File: src/rtl/cmd_sequencer_pkg.sv
// Shared definitions for the command sequencer: opcodes, FSM state encoding
// and command-word field positions.
package cmd_sequencer_pkg;

  localparam logic [7:0] OP_NOP    = 8'h00;
  localparam logic [7:0] OP_WRITE  = 8'h01;
  localparam logic [7:0] OP_READ   = 8'h02;
  localparam logic [7:0] OP_EXEC   = 8'h03;
  localparam logic [7:0] OP_CLRERR = 8'h04;

  localparam logic [2:0] ST_IDLE    = 3'd0;
  localparam logic [2:0] ST_DECODE  = 3'd1;
  localparam logic [2:0] ST_WRITE   = 3'd2;
  localparam logic [2:0] ST_RD_ADDR = 3'd3;
  localparam logic [2:0] ST_RD_DATA = 3'd4;
  localparam logic [2:0] ST_RESP    = 3'd5;
  localparam logic [2:0] ST_EXEC    = 3'd6;

  localparam int OPC_MSB   = 63;
  localparam int OPC_LSB   = 56;
  localparam int ADDR_MSB  = 55;
  localparam int PAY_MSB   = 47;
  localparam int WDATA_MSB = 31;

endpackage

File: src/rtl/cmd_sequencer_edge_detect.sv
// Registered rising-edge detector; the pulse appears the cycle after the
// input is first sampled high, and reset clears the history.
module edge_detect (
  input  logic clk,
  input  logic rst,
  input  logic sig_i,
  output logic rise_o
);

  logic sig_q;
  logic rise_q;

  always_ff @(posedge clk) begin
    if (rst) begin
      sig_q  <= 1'b0;
      rise_q <= 1'b0;
    end else begin
      sig_q  <= sig_i;
      rise_q <= sig_i & ~sig_q;
    end
  end

  assign rise_o = rise_q;

endmodule

File: src/rtl/cmd_sequencer.sv
// Captures 64-bit commands from the parallel receiver, decodes them and drives
// register writes, read responses and guarded execute handshakes.
module cmd_sequencer
  import cmd_sequencer_pkg::*;
#(
  parameter int TIMEOUT = 1024,
  parameter int REG_AW  = 8
) (
  input  logic              clk,
  input  logic              rst,
  input  logic [63:0]       cmd_in,
  input  logic              cmd_ready,
  output logic              reg_we,
  output logic [REG_AW-1:0] reg_addr,
  output logic [31:0]       reg_wdata,
  input  logic [31:0]       reg_rdata,
  output logic              resp_valid,
  output logic [31:0]       resp_data,
  input  logic              resp_ack,
  output logic              exec_valid,
  output logic [47:0]       exec_arg,
  input  logic              exec_done,
  output logic              busy,
  output logic              err_opcode,
  output logic              err_timeout,
  output logic [7:0]        drop_count
);

  localparam int CNT_W = (TIMEOUT > 1) ? $clog2(TIMEOUT) : 1;
  localparam logic [CNT_W-1:0] CNT_LAST = CNT_W'(TIMEOUT - 1);

  function automatic logic [7:0] sat_inc8(input logic [7:0] v);
    return (v == 8'hFF) ? v : v + 8'd1;
  endfunction

  logic             cap;
  logic [2:0]       state_q, state_d;
  logic [63:0]      cmd_q;
  logic [CNT_W-1:0] cnt_q, cnt_d;
  logic [31:0]      resp_data_q;
  logic [47:0]      exec_arg_q;
  logic             busy_q;
  logic             err_op_q, err_op_d;
  logic             err_to_q, err_to_d;
  logic [7:0]       drop_q, drop_d;
  logic [7:0]       opcode;

  edge_detect u_ready_edge (
    .clk    (clk),
    .rst    (rst),
    .sig_i  (cmd_ready),
    .rise_o (cap)
  );

  assign opcode = cmd_q[OPC_MSB:OPC_LSB];

  always_comb begin
    state_d  = state_q;
    cnt_d    = cnt_q;
    err_op_d = err_op_q;
    err_to_d = err_to_q;
    drop_d   = drop_q;
    if (cap && state_q != ST_IDLE) drop_d = sat_inc8(drop_q);
    case (state_q)
      ST_IDLE:    if (cap) state_d = ST_DECODE;
      ST_DECODE: begin
        case (opcode)
          OP_NOP:   state_d = ST_IDLE;
          OP_WRITE: state_d = ST_WRITE;
          OP_READ:  state_d = ST_RD_ADDR;
          OP_EXEC: begin
            state_d = ST_EXEC;
            cnt_d   = '0;
          end
          OP_CLRERR: begin
            // Clear wins over a drop landing in the same cycle.
            state_d  = ST_IDLE;
            err_op_d = 1'b0;
            err_to_d = 1'b0;
            drop_d   = 8'd0;
          end
          default: begin
            state_d  = ST_IDLE;
            err_op_d = 1'b1;
          end
        endcase
      end
      ST_WRITE:   state_d = ST_IDLE;
      ST_RD_ADDR: state_d = ST_RD_DATA;
      ST_RD_DATA: state_d = ST_RESP;
      ST_RESP:    if (resp_ack) state_d = ST_IDLE;
      ST_EXEC: begin
        // A done arriving on the final count still completes cleanly.
        if (exec_done) begin
          state_d = ST_IDLE;
        end else if (cnt_q == CNT_LAST) begin
          state_d  = ST_IDLE;
          err_to_d = 1'b1;
        end else begin
          cnt_d = cnt_q + 1'b1;
        end
      end
      default:    state_d = ST_IDLE;
    endcase
  end

  always_ff @(posedge clk) begin
    if (rst) begin
      state_q     <= ST_IDLE;
      cmd_q       <= '0;
      cnt_q       <= '0;
      resp_data_q <= '0;
      exec_arg_q  <= '0;
      busy_q      <= 1'b0;
      err_op_q    <= 1'b0;
      err_to_q    <= 1'b0;
      drop_q      <= '0;
    end else begin
      state_q  <= state_d;
      cnt_q    <= cnt_d;
      busy_q   <= (state_d != ST_IDLE);
      err_op_q <= err_op_d;
      err_to_q <= err_to_d;
      drop_q   <= drop_d;
      if (state_q == ST_IDLE && cap) cmd_q <= cmd_in;
      if (state_q == ST_RD_DATA) resp_data_q <= reg_rdata;
      if (state_q == ST_DECODE && state_d == ST_EXEC) exec_arg_q <= cmd_q[PAY_MSB:0];
    end
  end

  assign reg_we      = (state_q == ST_WRITE);
  assign resp_valid  = (state_q == ST_RESP);
  assign exec_valid  = (state_q == ST_EXEC);
  assign reg_addr    = cmd_q[ADDR_MSB -: REG_AW];
  assign reg_wdata   = cmd_q[WDATA_MSB:0];
  assign resp_data   = resp_data_q;
  assign exec_arg    = exec_arg_q;
  assign busy        = busy_q;
  assign err_opcode  = err_op_q;
  assign err_timeout = err_to_q;
  assign drop_count  = drop_q;

endmodule

File: config.mk
export PLATFORM = sky130hd
export DESIGN_NAME = cmd_sequencer
export DESIGN_NICKNAME = d
export VERILOG_FILES = /design/src/rtl/cmd_sequencer_pkg.sv /design/src/rtl/cmd_sequencer_edge_detect.sv /design/src/rtl/cmd_sequencer.sv
export SDC_FILE = /design/constraint.sdc
export NUM_CORES = 1
export LEC_CHECK = 0
export BUFFER_PORTS_ARGS = -buffer_cell sky130_fd_sc_hd__buf_2
export CORE_MARGIN = 2
export CORE_UTILIZATION = 50
export CTS_CLUSTER_DIAMETER = 120
export DETAILED_ROUTE_END_ITERATION = 10
export PLACE_DENSITY = 0.8
export SKIP_LAST_GASP = 1
export SLEW_MARGIN = 20
export SYNTH_ARGS = -nofsm -noshare
export SYNTH_HDL_FRONTEND = slang
export SYNTH_SLANG_ARGS = --single-unit
File: constraint.sdc
create_clock -name clk -period 2.1 [get_ports clk]
set_input_delay 0.21 -clock clk [delete_from_list [all_inputs] [get_ports clk]]
set_output_delay 0.21 -clock clk [all_outputs]
set_load 0.01 [all_outputs]
==> results.txt, run 1 <==
----------------------------------------------------
[Route]
  Antenna Nets Post-Route ... 0
  Detailed-route via count ... 6016
  Number of iterations in the first detailed-routing pass ... 5
  DRT iter0 DRCs ... 380
  DRC ... 0
  Overall routed net length ... 16200 um
  Vias per inst ... 5.03
  Average wire length per cell after detail routing ... 13.6 um

[Setup path]
  Highest fanout seen on the critical path ... 39
  Critical setup path kind ... reg -> reg
  Arrival time at the worst endpoint ... 2.17 ns
  Nature of the critical path endpoint ... register
  Startpoint class of the critical path ... register
  Endpoint required time on the critical path ... 2.44 ns

[Clock network]
  Setup bufs post-CTS ... 0
  Clk sink count ... 170
  Register clock-pin slew on the reported worst setup and hold paths ... 0.06 ns
  Insertion delay of the later-clocked pin in the worst-skew pair ... 0.41 ns
  Root Buffer Master ... sky130_fd_sc_hd__clkbuf_16
  Clock tree from TritonCTS ... done
  H-Tree Depth ... 4
  Num CTS Buffers ... 17
  Number of resized instances in the post-cts repair step ... 0
  Maximum buffer depth of the clock tree ... 2
  Number of hold buffers added after CTS ... 0

[Die]
  Number of placement rows ... 42
  Std-Cell Core Area ... 13100 sq um
  Starting Density ... 0.508
  Vertical die dimension ... 120 um
  I/O pins ... 235
  Horizontal die dimension ... 120 um
  Die Footprint ... 14300 sq um

[Pwr]
  Seq pwr share ... 0.504
  Portion of total power attributed to combinational logic ... 0.058
  Power consumption ... 0.00660 W
  P_leak ... 3.58 nW
  Sw power ... 0.00149 W
  Share of total power in the clock network ... 0.438
  Worst VDD drop ... 502 uV
  Switching share of power ... 0.226
  Cell Pwr Density ... 801 nW/um^2
  Cell internal power dissipation ... 0.00511 W

[STA]
  Time the final worst path needs with I/O delays and setup ... 1.83 ns
  Final-report max-slew violation count ... 0
  Final Setup Violations ... 0
  Portion of the clock cycle consumed by the worst path in the final layout ... 0.871
  Worst-margin pin slew ... 0.627 ns
  Peak clock frequency supported by timing ... 547 MHz
  Endpoints failing hold ... 0
  Setup repair after global routing missed its margin ... false
  Headroom to the max-slew limit ... 0.582
  Skew final ... 0.00736 ns
  Setup total negative slack ... 0 ns

[Yosys]
  Portion of the post-synthesis area used by sequential elements ... 0.510
  Unique masters post-synth ... 42
  Synthesized flop and latch total ... 170
  Count of synthesis-stage warnings from yosys ... 0
  Top cells by area in the synthesized netlist ... sky130_fd_sc_hd__dfxtp_1 (51%), sky130_fd_sc_hd__nand2_1 (17%), sky130_fd_sc_hd__a21oi_1 (11%)
  Number of synthesized flops with an enable pin ... 0
  Net Count, Synth ... 934
  Mean Syn Cell Area ... 8.03 sq um
  Post-synthesis cell area ... 6680 sq um
  Synth top area share ... 0.510
  Top cell type by total area after synthesis ... sky130_fd_sc_hd__dfxtp_1
  Most frequently used flop master after synthesis ... sky130_fd_sc_hd__dfxtp_1
  Cell count after synthesis ... 831
  Proportion of register bits with asynchronous set or reset after synthesis ... 0

[Flow run]
  Number of max-cap violations ... 0

[Global routing]
  Maximum number of pins on one net before global-route repair ... 66
  Number of global-route vias before repair ... 5474
  First-pass GRT wire length ... 26000 um
  Antenna violations before repair ... 0
  All-Layer GR Usage ... 0.225
  Residual overflow from global routing ... 0

[Outcome]
  Result of the run ... finished, final reports clean

[Min path]
  Class of the tightest hold or removal check ... in -> reg

[Final layout]
  Fraction of layout cells with a size suffix above 1 ... 0.286
  Synth-to-Final Area Change ... 23.4%
  Diodes inserted ... 0
  # nets final ... 1109

[Placed design]
  Port-buffer cells ... 234
  HPWL reported at the end of detailed placement ... 11200 um
  Final RePlAce weighted congestion ... 0.819

----------------------------------------------------
-- Yosys cell counts, types with 5 or more instances --
cell / instances
sky130_fd_sc_hd__a21oi_1: 152
sky130_fd_sc_hd__buf_2: 22
sky130_fd_sc_hd__clkbuf_1: 27
sky130_fd_sc_hd__and4_1: 5
sky130_fd_sc_hd__nand3_1: 6
sky130_fd_sc_hd__dfxtp_1: 170
sky130_fd_sc_hd__nor2_1: 12
sky130_fd_sc_hd__inv_1: 5
sky130_fd_sc_hd__a211oi_1: 9
sky130_fd_sc_hd__nand2_1: 305
sky130_fd_sc_hd__nand4_1: 6
sky130_fd_sc_hd__mux2i_1: 11
sky130_fd_sc_hd__nand2b_1: 11
sky130_fd_sc_hd__buf_4: 44
-- sequential cells by signal, indices dropped and copies added, names as in the netlist --
| name | flops |
|---|---|
| exec_arg | 48 |
| u_ready_edge.sig_q | 1 |
| resp_data | 32 |
| err_opcode | 1 |
| state_q | 3 |
| u_ready_edge.rise_o | 1 |
| busy | 1 |
| err_timeout | 1 |
| cnt_q | 10 |
| drop_count | 8 |
| cmd_q | 64 |
-- critical path, cell delays in order, from the launching register on --
cell,delay [ns]
sky130_fd_sc_hd__dfxtp_1,0.33
sky130_fd_sc_hd__nor4_4,0.40
sky130_fd_sc_hd__nand4_2,0.15
sky130_fd_sc_hd__buf_4,0.29
sky130_fd_sc_hd__a211oi_1,0.35
sky130_fd_sc_hd__mux2i_1,0.22
-- per-layer routing --
| layer | global-route usage | share of wire | vias up |
|---|---|---|---|
| met5 | 0 | 0 | - |
| met4 | 0.0779 | 0.013 | 0 |
| li1 | - | - | 3037 |
| met1 | 0.284 | 0.43 | 2719 |
| met3 | 0.0746 | 0.092 | 21 |
| met2 | 0.361 | 0.47 | 239 |
-- power groups by stage --
stage	Combinational (W)	Sequential, W	Clock, W
floorplan	0.000245	0.00339	0
global placement	0.000377	0.00339	0
detailed placement	0.000382	0.00340	0
CTS	0.000384	0.00333	0.00295
global route	0.000422	0.00333	0.00312
finish	0.000382	0.00333	0.00289
-- cells by family after synthesis --
kind of cell | share of synthesized area
muxes | 0.0165
AOI/OAI and AO/OA | 0.140
DFF | 0.510
and+or+nand+nor | 0.240
xor gates and xnor gates | 0.00525
adders and majority gates | 0.00375
buffers and inverters | 0.0856
-- path summary, 6_finish.rpt --
check | slack, ns | to | start | cells past startpoint
max | 0.27 | cnt_q[7] | cmd_q[59] | 5
min | 0.02 | resp_data[4] | reg_rdata[4] | 3
max reg2reg | 0.27 | cnt_q[7] | cmd_q[59] | 5
min reg2reg | 0.38 | u_ready_edge.rise_o | u_ready_edge.sig_q | 1
-- placed cells by master (no fill, tap or decap), types with 6 or more instances in the layout --
master / count
sky130_fd_sc_hd__a211oi_1: 9
sky130_fd_sc_hd__buf_4: 14
sky130_fd_sc_hd__dfxtp_1: 170
sky130_fd_sc_hd__nor2_1: 12
sky130_fd_sc_hd__buf_2: 233
sky130_fd_sc_hd__a21oi_1: 152
sky130_fd_sc_hd__nand2b_1: 11
sky130_fd_sc_hd__nand3_1: 6
sky130_fd_sc_hd__mux2i_1: 11
sky130_fd_sc_hd__nand2_1: 305
sky130_fd_sc_hd__clkbuf_16: 17
sky130_fd_sc_hd__nand4_1: 6
-- area by class of cell --
class	count	area (sq um)
Fill cell	1185	4900
Clock buffer	21	450
Clock inverter	11	98.8
Inverter	5	18.8
Sequential cell	170	3400
Tap cell	176	220
Timing Repair Buffer	250	1330
Multi-Input combinational cell	562	2720
-- metrics by stage --
stage               utilization  hold WS (ns)  worst slack [ns]  cell area (sq um)  cells
floorplan                     -         0.346             0.532               6680    831
global placement          0.585         0.371             0.365               7690   1163
detailed placement        0.585         0.373             0.278               7690   1163
CTS                       0.627       0.00513             0.262               8240   1195
global route              0.627       0.00716            0.0423               8240   1195
finish                    0.627        0.0240             0.271               8240   1195
Note: power is estimated with default switching activity, not from simulation.
==> run 2, diff against run 1 <==
--- a/config.mk
+++ b/config.mk
@@ -5,6 +5,7 @@
 export SDC_FILE = /design/constraint.sdc
 export NUM_CORES = 1
 export LEC_CHECK = 0
+export ABC_AREA = 1
 export BUFFER_PORTS_ARGS = -buffer_cell sky130_fd_sc_hd__buf_2
 export CORE_MARGIN = 2
 export CORE_UTILIZATION = 50
==> run 2 against run 1 <==
Compared with the run above:
- hold slack lost 0.014 ns
- sequential share of layout area decreased by 0.93 points
- wire length grew 2.9%
- global-route usage rose by 1.1 points
- setup slack improved by 0.066 ns
- fmax rose by 3.8%
- power rose by 5.6%
- final cell count grew 6.6%
- via count rose by 3.5%
- largest power group unchanged
==> results.txt, run 2 <==
----------------------------------------------------
[Yosys]
  Post-synthesis cell area ... 6750 sq um (+1.1%)
  Net Count, Synth ... 999 (+7.0%)
  Unique masters post-synth ... 28 (-33%)
  Top cell type by total area after synthesis ... sky130_fd_sc_hd__dfxtp_1
  Cell count after synthesis ... 896 (+7.8%)
  Count of synthesis-stage warnings from yosys ... 0 (unchanged)
  Number of synthesized flops with an enable pin ... 0 (unchanged)
  Proportion of register bits with asynchronous set or reset after synthesis ... 0 (unchanged)
  Top cells by area in the synthesized netlist ... sky130_fd_sc_hd__dfxtp_1 (50%), sky130_fd_sc_hd__nor2_1 (12%), sky130_fd_sc_hd__o21ai_0 (11%)
  Commonest cells post-synth ... sky130_fd_sc_hd__nor2_1 (222), sky130_fd_sc_hd__dfxtp_1 (170), sky130_fd_sc_hd__o21ai_0 (150), sky130_fd_sc_hd__inv_1 (82)
  Mean Syn Cell Area ... 7.53 sq um (-6.2%)
  Most common cell in the netlist ... sky130_fd_sc_hd__nor2_1
  Portion of the post-synthesis area used by sequential elements ... 0.504 (-0.00548)
  Synthesized flop and latch total ... 170 (unchanged)
  Most frequently used flop master after synthesis ... sky130_fd_sc_hd__dfxtp_1
  Synth top area share ... 0.504 (-0.00548)

[Route]
  Overall routed net length ... 16700 um (+2.9%)
  DRC ... 0 (unchanged)
  Detailed-route via count ... 6224 (+3.5%)
  Average wire length per cell after detail routing ... 13.1 um (-3.5%)
  Vias per inst ... 4.89 (-3.0%)
  Number of iterations in the first detailed-routing pass ... 5 (unchanged)
  Antenna Nets Post-Route ... 0 (unchanged)
  DRT iter0 DRCs ... 339 (-11%)

[Final layout]
  Fraction of layout cells with a size suffix above 1 ... 0.263 (-0.0230)
  Synth-to-Final Area Change ... 24.9%
  Highest-count cells in the layout ignoring fill and taps ... sky130_fd_sc_hd__buf_2 (234), sky130_fd_sc_hd__nor2_1 (222), sky130_fd_sc_hd__dfxtp_1 (170)
  Most common cell after layout, fill and taps aside ... sky130_fd_sc_hd__buf_2
  # nets final ... 1187 (+7.0%)
  Largest register by flop count ... cmd_q
  Total of fill cells in the finished design ... 1145 (-3.4%)
  Area of the multi-input gates ... 2510 sq um (-7.7%)
  Largest register FFs ... 64 (unchanged)
  Total area of sequential cells ... 3400 sq um (unchanged)

[Clock network]
  Setup bufs post-CTS ... 0 (unchanged)
  Clock tree from TritonCTS ... done
  Clk sink count ... 170 (unchanged)
  Register clock-pin slew on the reported worst setup and hold paths ... 0.06 ns (about the same)
  Maximum buffer depth of the clock tree ... 2 (unchanged)
  H-Tree Depth ... 4 (unchanged)
  Insertion delay of the later-clocked pin in the worst-skew pair ... 0.42 ns (about the same)
  Number of hold buffers added after CTS ... 9 (+9)
  Root Buffer Master ... sky130_fd_sc_hd__clkbuf_16
  Number of resized instances in the post-cts repair step ... 0 (unchanged)
  Num CTS Buffers ... 17 (unchanged)

[Outcome]
  Result of the run ... finished, final reports clean

[Setup path]
  Endpoint required time on the critical path ... 1.89 ns (-0.55 ns)
  Cell-by-cell trace of the critical path ... nand3_2 -> inv_2 -> buf_2
  Nature of the critical path endpoint ... output pin
  Highest fanout seen on the critical path ... 10 (-74%)
  Arrival time at the worst endpoint ... 1.55 ns (-0.62 ns)
  Critical setup path kind ... reg -> out
  Longest individual stage delay on the worst path ... 0.49 ns (+0.09 ns)
  Startpoint class of the critical path ... register
  Reg-to-reg setup timing slack ... 0.43 ns (+0.16 ns)
  Critical-path cell with the highest stage delay ... sky130_fd_sc_hd__dfxtp_1

[Global routing]
  Antenna violations before repair ... 2 (+2)
  Number of global-route vias before repair ... 5787 (+5.7%)
  First-pass GRT wire length ... 27400 um (+5.3%)
  Maximum number of pins on one net before global-route repair ... 69 (+4.5%)
  Residual overflow from global routing ... 0 (unchanged)
  All-Layer GR Usage ... 0.236 (+0.0111)

[STA]
  Endpoints failing hold ... 0 (unchanged)
  Peak clock frequency supported by timing ... 567 MHz (+3.8%)
  Portion of the clock cycle consumed by the worst path in the final layout ... 0.839 (-0.0316)
  Skew final ... 0.00765 ns (+0.000294 ns)
  Headroom to the max-slew limit ... 0.686 (+0.104)
  Final-report max-slew violation count ... 0 (unchanged)
  Time the final worst path needs with I/O delays and setup ... 1.76 ns (-0.0664 ns)
  Setup total negative slack ... 0 ns (unchanged)
  Worst-margin pin slew ... 0.470 ns (-0.156 ns)
  Fin worst setup slack ... 0.338 ns (+0.0664 ns)
  Final Setup Violations ... 0 (unchanged)
  Setup repair after global routing missed its margin ... false
  Hold_ws ... 0.0103 ns (-0.0138 ns)

[Pwr]
  P_leak ... 3.97 nW (+11%)
  Worst VDD drop ... 624 uV (+24%)
  Power consumption ... 0.00697 W (+5.6%)
  Cell Pwr Density ... 827 nW/um^2 (+3.3%)

[Die]
  Horizontal die dimension ... 120 um (+0.52%)
  Vertical die dimension ... 120 um (+0.52%)
  Die Footprint ... 14400 sq um (+1.0%)
  Number of placement rows ... 42 (unchanged)
  I/O pins ... 235 (unchanged)
  Std-Cell Core Area ... 13200 sq um (+0.40%)
  Starting Density ... 0.512 (+0.00348)

[Placed design]
  Setup slack at placement ... 0.463 ns (+0.185 ns)
  Final RePlAce weighted congestion ... 0.865 (+5.5%)
  HPWL reported at the end of detailed placement ... 11200 um (-0.14%)
  Port-buffer cells ... 234 (unchanged)

[Min path]
  Class of the tightest hold or removal check ... in -> reg

[Flow run]
  Number of max-cap violations ... 0 (unchanged)

----------------------------------------------------
[run 2: cell types whose count changed in the layout (fill, tap and decap cells not counted), moves of 9 or more]
cell                            delta
sky130_fd_sc_hd__nand2_1         -239
sky130_fd_sc_hd__nor2_1          +210
sky130_fd_sc_hd__o21ai_0         +148
sky130_fd_sc_hd__a21oi_1          -86
sky130_fd_sc_hd__inv_1            +76
sky130_fd_sc_hd__mux2i_1          -11
sky130_fd_sc_hd__nand2b_1         -11
sky130_fd_sc_hd__nand3_1          +10
sky130_fd_sc_hd__a211oi_1          -9
sky130_fd_sc_hd__dlygate4sd3_1     +9
[run 2: kinds of logic (layout without fill, tap and decap cells)]
logic type	count (synthesis)	in the layout	share of synthesized area
flip-flops	170	170	0.504
other	0	1	0
XOR/XNOR	4	4	0.00519
adder cells (fa/ha/maj)	2	2	0.00371
AND/OR/NAND/NOR	327	327	0.197
AO/OA/AOI/OAI	221	221	0.166
buffers and inverters	172	373	0.124
[run 2: metal layers]
metal	global-route usage	vias up	share of wire
li1	-	3183	-
met1	0.280	2797	0.43
met2	0.396	212	0.47
met3	0.0906	30	0.081
met4	0.0713	2	0.018
met5	0	-	0.00066
[run 2: metrics by stage]
stage,utilization,std cells,cell area [sq um]
2_1_floorplan,-,896,6750
3_3_place_gp,0.587,1232,7740
3_5_place_dp,0.587,1232,7740
4_1_cts,0.639,1273,8430
5_1_grt,0.639,1274,8430
6_report,0.639,1274,8430
[run 2: cell type report]
cell class	count	area share
multi-input cells	554	0.297
repair buffers	255	0.163
flip-flops and latches	170	0.404
clock buffers	27	0.0609
clock inverters	5	0.00980
well taps	176	0.0261
diodes	1	0.000297
inverters	86	0.0385
[run 2: worst paths after layout]
check	endpoint	cells after the start	start
max reg2reg	cnt_q[0]	7	state_q[2]
min reg2reg	u_ready_edge.rise_o	1	u_ready_edge.sig_q
min	cmd_q[47]	3	cmd_in[47]
max	exec_valid	3	state_q[2]
[run 2: where the power goes]
group          switching (W)  total (W)  internal (W)
registers          0.0000530    0.00337       0.00332
logic               0.000275   0.000476      0.000202
clock network        0.00121    0.00312       0.00191
total                0.00153    0.00697       0.00544
[run 2: worst max-delay path, delay by kind of cell (launching register included)]
family / cells / cell delay, ns
AND/OR/NAND/NOR: 1 / 0.31
buffers and inverters: 2 / 0.33
flip-flops: 1 / 0.49
